<file path="src/rtl/nn_sc2bin_window.sv">
// nn_sc2bin_window
// Converts a signed stochastic bitstream into a binary count over a fixed
// window of 2^WINDOW_LOG2 enabled samples. Windows run back-to-back. Each
// finished count is presented on COUNT_OUT with a VALID/READY handshake.
//
// Optional feature: define NN_SC2BIN_OVERRUN_EN to add the sticky OVERRUN
// output. OVERRUN flags a result that was overwritten before the consumer
// took it. Without the macro the port is absent and an overwrite is silent.

module nn_sc2bin_window #(
  parameter int WINDOW_LOG2 = 4,
  parameter int CW          = WINDOW_LOG2 + 2
) (
  input  logic                 CLK,
  input  logic                 INIT,
  input  logic                 EN,
  input  logic                 CLR,
  input  logic                 IN,
  input  logic                 SIGN_IN,
  input  logic                 READY,
  output logic signed [CW-1:0] COUNT_OUT,
  output logic                 VALID,
`ifdef NN_SC2BIN_OVERRUN_EN
  output logic                 BUSY,
  output logic                 OVERRUN
`else
  output logic                 BUSY
`endif
);

  typedef enum logic {
    IDLE  = 1'b0,
    ACCUM = 1'b1
  } state_t;

  // Index of the last sample of a window (all ones) and the step of the index.
  localparam logic [WINDOW_LOG2-1:0] IDX_LAST = '1;
  localparam logic [WINDOW_LOG2-1:0] IDX_ONE  = {{(WINDOW_LOG2-1){1'b0}}, 1'b1};

  // Per-sample contribution values in the accumulator's signed width.
  localparam logic signed [CW-1:0] PLUS_ONE  = {{(CW-1){1'b0}}, 1'b1};
  localparam logic signed [CW-1:0] MINUS_ONE = '1;
  localparam logic signed [CW-1:0] ZERO      = '0;

  state_t                 state;
  logic signed [CW-1:0]   acc;
  logic [WINDOW_LOG2-1:0] idx;
  logic signed [CW-1:0]   contrib;
  logic signed [CW-1:0]   acc_next;
  logic                   take_sample;
  logic                   last_sample;

  // Decode this cycle's sample into +1 / -1 / 0 and find the window boundary.
  always_comb begin
    // NOTE: every always_comb output gets a default first, so that no path
    // leaves it unassigned and infers a latch.
    contrib = ZERO;
    if (IN) begin
      contrib = SIGN_IN ? MINUS_ONE : PLUS_ONE;
    end
    acc_next = acc + contrib;
    // CLR wins over EN: a sample in a clearing cycle is not counted. In IDLE
    // the index is already zero, so the first enabled sample is sample 0.
    take_sample = EN && !CLR;
    last_sample = take_sample && (idx == IDX_LAST);
  end

  // Window FSM, accumulator, sample index, and result/handshake registers.
  always_ff @(posedge CLK or posedge INIT) begin
    if (INIT) begin
      // NOTE: sequential state uses non-blocking assignments, so all
      // registers sample the pre-edge values and the order of the
      // statements below does not change the result.
      state     <= IDLE;
      acc       <= ZERO;
      idx       <= '0;
      COUNT_OUT <= ZERO;
      VALID     <= 1'b0;
`ifdef NN_SC2BIN_OVERRUN_EN
      OVERRUN   <= 1'b0;
`endif
    end else begin
      // The consumer takes a pending result. A result latched later in this
      // same block overrides the clear, so VALID stays high with new data.
      if (VALID && READY) begin
        VALID <= 1'b0;
      end

      if (CLR) begin
        // Drop the window in progress. The last published result and its
        // VALID flag are left alone.
        state <= IDLE;
        acc   <= ZERO;
        idx   <= '0;
`ifdef NN_SC2BIN_OVERRUN_EN
        OVERRUN <= 1'b0;
`endif
      end else if (take_sample) begin
        state <= ACCUM;
        idx   <= idx + IDX_ONE;
        if (last_sample) begin
          // Publish the window total including this last sample and start
          // the next window at once, with no dead cycle.
          COUNT_OUT <= acc_next;
          acc       <= ZERO;
          VALID     <= 1'b1;
`ifdef NN_SC2BIN_OVERRUN_EN
          if (VALID && !READY) begin
            OVERRUN <= 1'b1;
          end
`endif
        end else begin
          acc <= acc_next;
        end
      end
      // EN=0 without CLR: pause. The accumulator, index and state hold.
    end
  end

  // BUSY decodes the state register directly, so it is glitch-free.
  always_comb begin
    BUSY = (state == ACCUM);
  end

endmodule

</file>
<file path="config.mk">
export PLATFORM = sky130hd
export DESIGN_NAME = nn_sc2bin_window
export DESIGN_NICKNAME = d
export VERILOG_FILES = /design/src/rtl/nn_sc2bin_window.sv
export SDC_FILE = /design/constraint.sdc
export NUM_CORES = 1
export LEC_CHECK = 0
export BUFFER_PORTS_ARGS = -buffer_cell sky130_fd_sc_hd__buf_2
export CAP_MARGIN = 20
export CORE_MARGIN = 8
export CORE_UTILIZATION = 49
export DETAILED_ROUTE_END_ITERATION = 12
export GPL_TIMING_DRIVEN = 0
export PLACE_DENSITY_LB_ADDON = 0.15
export SLEW_MARGIN = 10
export SYNTH_ARGS = -nofsm -noshare
export SYNTH_HDL_FRONTEND = slang
export SYNTH_SLANG_ARGS = --single-unit
</file>
<file path="constraint.sdc">
create_clock -name CLK -period 1.7 [get_ports CLK]
set_input_delay 0.17 -clock CLK [delete_from_list [all_inputs] [get_ports CLK]]
set_output_delay 0.17 -clock CLK [all_outputs]
set_load 0.05 [all_outputs]
</file>
# Word level (Yosys, flattened, before mapping)
# Index checks and enable logic that the tools add are counted.
[totals]
regBits = 18
in_bits = 7
output_inout_bits = 8
wordCells = 28
[op_classes]
n_addsub = 2
eq_ne = 1
muxes = 13
bitwise_logic = 1
reduce_logical = 6
[ops]
columns = ["op", "n"]
rows = [
  ["6-bit 2-to-1 mux", 5],
  ["4-bit 2-to-1 mux", 2],
  ["6-bit adder", 1],
  ["1-bit 2-to-1 mux", 6],
  ["4-bit by 1-bit adder with 4-bit output (second input constant)", 1],
  ["4-bit equality test (second input constant)", 1],
  ["1-bit logical AND", 3],
  ["3-bit AND reduction", 1],
  ["2-bit nonzero test", 1],
  ["1-bit zero test", 1],
  ["1-bit NOT", 1],
]

# Longest topological paths before layout
[logic_depth]
ltp_word = 6
ltp_mapped = 7
ltp_nobuf = 7

# Least setup slack after synthesis
# No wires, ideal clock.
[synth_timing]
kind = "reg2reg"
start = "register acc[0]"
end = "register acc[5]"
setup_ns = 0.125
t_arrival_ns = 1.511
t_required_ns = 1.575
path_slack_ns = 0.063
path_stages_with_launch = 5
path_buffers = 0
period_less_slack_ns = 1.637
path_cell_list = "dfrtp_1 > ha_1 > or4_4 > a31o_1 > mux2_4"
[synth_via]
elab_chain_cells = 4
[synth_lines]
columns = ["element", "line_no", "source"]
rows = [
  ["start: declaration", "46", "logic signed [CW-1:0] acc;"],
  ["start signal: assignment", "113", "acc <= acc_next;"],
  ["6-bit adder", "61", "acc_next = acc + contrib;"],
  ["6-bit 2-to-1 mux", "101", "if (last_sample) begin"],
  ["6-bit 2-to-1 mux", "98", "end else if (take_sample) begin"],
  ["6-bit 2-to-1 mux", "89", "if (CLR) begin"],
]
# Every way passes these cells. The select of a mux whose other input is x is not followed.
# A chain may end at the register's enable or synchronous reset.

# Final worst setup path
[layout_timing]
start = "register acc[2]"
end = "register acc[5]"
# Same word-level chain as after synthesis.

==> results by group <==
Worst setup path
  – RR Endpoint: acc[5]
  – WS Path Type: reg -> reg
  – Setup crit end: acc[5]
  – Arrival time at the worst endpoint: 1.90 ns
  – Cell count of the worst reg-to-reg path: 4
  – R2R setup slack: 0.005 ns
  – Critical-path maximum fanout: 4
  – Startpoint type of the worst setup path: flop
  – Crit. End Element: flop
  – CP Launch Point: acc[2]
  – Critical Path RT: 1.90 ns
  – Reg2reg start: acc[2]

STA
  – Worst-margin pin slew: 0.682 ns
  – Final Critical Period: 1.69 ns
  – Min Hold Slack: 0.0315 ns
  – Final hold vios: 0
  – Final setup vio count: 0
  – Slew Viols, Final: 0
  – Fmax: 0.590 GHz
  – Relative slew slack: 0.545
  – Period utilization: 0.997
  – Clock Skews: 0.00576 ns
  – Unrepaired setup endpoints after global routing: yes

Cells and area
  – Antenna cells: 0
  – Layout cells sized above 1: 0.333
  – Syn-to-layout area delta: 21.3%
  – Utilization after layout: 0.607
  – Final Net Count: 122
  – Commonest non-fill, non-tap cell in the layout: dfrtp_1
  – Final design instance area without fill: 0.00115 mm²
  – Post-Layout Cell Count: 138
  – Commonest non-fill, non-tap cells in the layout: dfrtp_1 (18), nand2_1 (12), buf_2 (12)
  – Fillcell total: 170

Clock network
  – Worst-path clk slew: 0.11 ns
  – Max Buffers Root-to-Sink: 2
  – Root Buffer: clkbuf_4
  – TritonCTS clock tree: done
  – Number of clock buffers inserted by TritonCTS: 3
  – Skew-Pair Late Insertion Delay: 0.30 ns
  – Sink Count: 18
  – H-Tree Depth: 1

Synthesis
  – Yosys reg bits: 18
  – Async SR Flop Fraction: 1.00
  – Syn Inst Count: 91
  – Mux cell area share after synthesis: 0.0592
  – Sequential share of the synthesized area: 0.474
  – XOR/XNOR Fraction of Synth Area: 0.0645
  – Synth Area in Simple Gates: 0.204
  – Syn nets: 101
  – Yosys warnings: 0
  – Syn Std Cell Area: 951 µm²
  – Synth Area in Compound Gates: 0.116
  – Largest family of logic cells by synthesized area: simple AND/OR/NAND/NOR gates
  – Synth Area in Adders: 0.0395
  – Yosys cell types: 35
  – Post-synth EDFFs: 0
  – Syn avg cell area: 10.4 µm²
  – Most used DFF post-synth: dfrtp_1

Drt
  – DR vias: 724
  – Antenna-violating nets left: 0
  – WL final: 1.88 mm
  – Via density: 5.25
  – Detailed Route Iter0 Violations: 11
  – Pre-antenna DRT Iters: 4
  – DR WL/cell: 13.6 µm
  – DRC viols: 0

Global routing
  – Total global routing overflow: 0
  – Initial antenna violation count: 0
  – Pin count of the biggest net entering global routing: 19
  – GRT Resource Usage Total: 0.114
  – Vias in the first global route: 691
  – First-pass GRT wire length: 3.04 mm

Outcome
  – Status: completed

Place
  – DP Wirelength: 1.32 mm
  – Placed Cells: 130
  – GP Congestion: 0.813
  – Post-DP Area: 0.00104 mm²
  – IO buf count: 12

Floorplanning
  – Site Rows: 16
  – Core area: 0.00190 mm²
  – Die extent in y: 60.1 µm
  – Initial core utilization: 0.500
  – Die area: 0.00361 mm²
  – Die Wd: 60.1 µm
  – Io pins: 15

Pwr
  – Pwr/cell area: 815 mW/mm²
  – VDD IR max: 0.681 mV
  – Leakage: 0.559 nW
  – Tot Pwr: 0.940 mW

Hold path
  – HP Class: in -> reg

Run
  – Maxcap violations: 0
registers in the layout, indices dropped and copies added, names as in the netlist:
name	flops
COUNT_OUT	6
acc	6
idx	4
BUSY	1
VALID	1
how the worst min path moves through the flow:
stage / to / depth (start not counted) / slack, ns / from
after global routing: VALID / 2 / 0.05 / READY
final: VALID / 2 / 0.03 / READY
after global placement: VALID / 2 / 0.30 / INIT
after detailed placement: COUNT_OUT[4] / 2 / 0.31 / INIT
after floorplan: BUSY / 1 / 0.11 / INIT
after CTS: VALID / 2 / 0.03 / READY
power breakdown:
part,total (mW),switching (mW),internal [mW]
Sequential,0.494,0.0390,0.455
Clock,0.273,0.142,0.131
Combinational,0.173,0.0836,0.0892
worst max-delay path: stages (launching register included):
cell,delay [ns]
dfrtp_1,0.43
nand4bb_1,0.23
or4_4,0.46
a31o_1,0.22
mux2_4,0.25
cell families (layout without fill, tap and decap cells):
group / after synthesis / count (layout)
compound gates: 15 / 15
xor+xnor: 7 / 7
fa+ha+maj: 3 / 3
buf+inv: 7 / 27
flops: 18 / 18
mux: 5 / 5
simple gates: 36 / 36
synthesized netlist by cell type, types with 2 or more instances:
cell | count | area (µm²)
a21boi_0 | 2 | 15.0
a21oi_1 | 2 | 10.0
a22o_1 | 2 | 17.5
buf_6 | 2 | 22.5
dfrtp_1 | 18 | 450
ha_1 | 3 | 37.5
inv_1 | 4 | 15.0
mux2i_1 | 3 | 30.0
nand2_1 | 12 | 45.0
nand4_1 | 3 | 18.8
nor2_1 | 9 | 33.8
o21ai_0 | 3 | 15.0
xnor2_1 | 4 | 35.0
xor2_1 | 3 | 26.3
routing by layer:
metal / share of wire / vias to the layer above / global-route usage
met5: 0 / - / 0
met4: 0.026 / 0 / 0.0714
li1: - / 359 / -
met1: 0.44 / 345 / 0.129
met3: 0.043 / 5 / 0.0215
met2: 0.49 / 15 / 0.191
stage by stage:
| step | TNS, ns | setup WS [ns] |
|---|---|---|
| after global placement | 0 | 0.0168 |
| final | 0 | 0.00546 |
| after floorplan | 0 | 0.0635 |
| after global routing | -0.106 | -0.0593 |
| after CTS | 0 | 0.0101 |
| after detailed placement | -0.00769 | -0.00769 |
cell type report:
| class | count | area [µm²] | share of cell area |
|---|---|---|---|
| multi-input combinational | 66 | 495 | 0.429 |
| inverter | 4 | 15.0 | 0.0130 |
| buffer | 2 | 22.5 | 0.0195 |
| clock buffer | 4 | 36.3 | 0.0315 |
| timing repair buffer | 17 | 100 | 0.0868 |
| tap | 27 | 33.8 | 0.0293 |
| sequential | 18 | 450 | 0.390 |
what timing repair did:
action | in CTS | in global routing
endpoints found under the hold margin | 18 | 0
endpoints found under the setup margin | 1 | 7
hold buffers | 1 | 0
resized for setup | 1 | 7
buffers inserted | 2 | 2
pin swaps | 1 | 2
(Power assumes the default switching activity.)
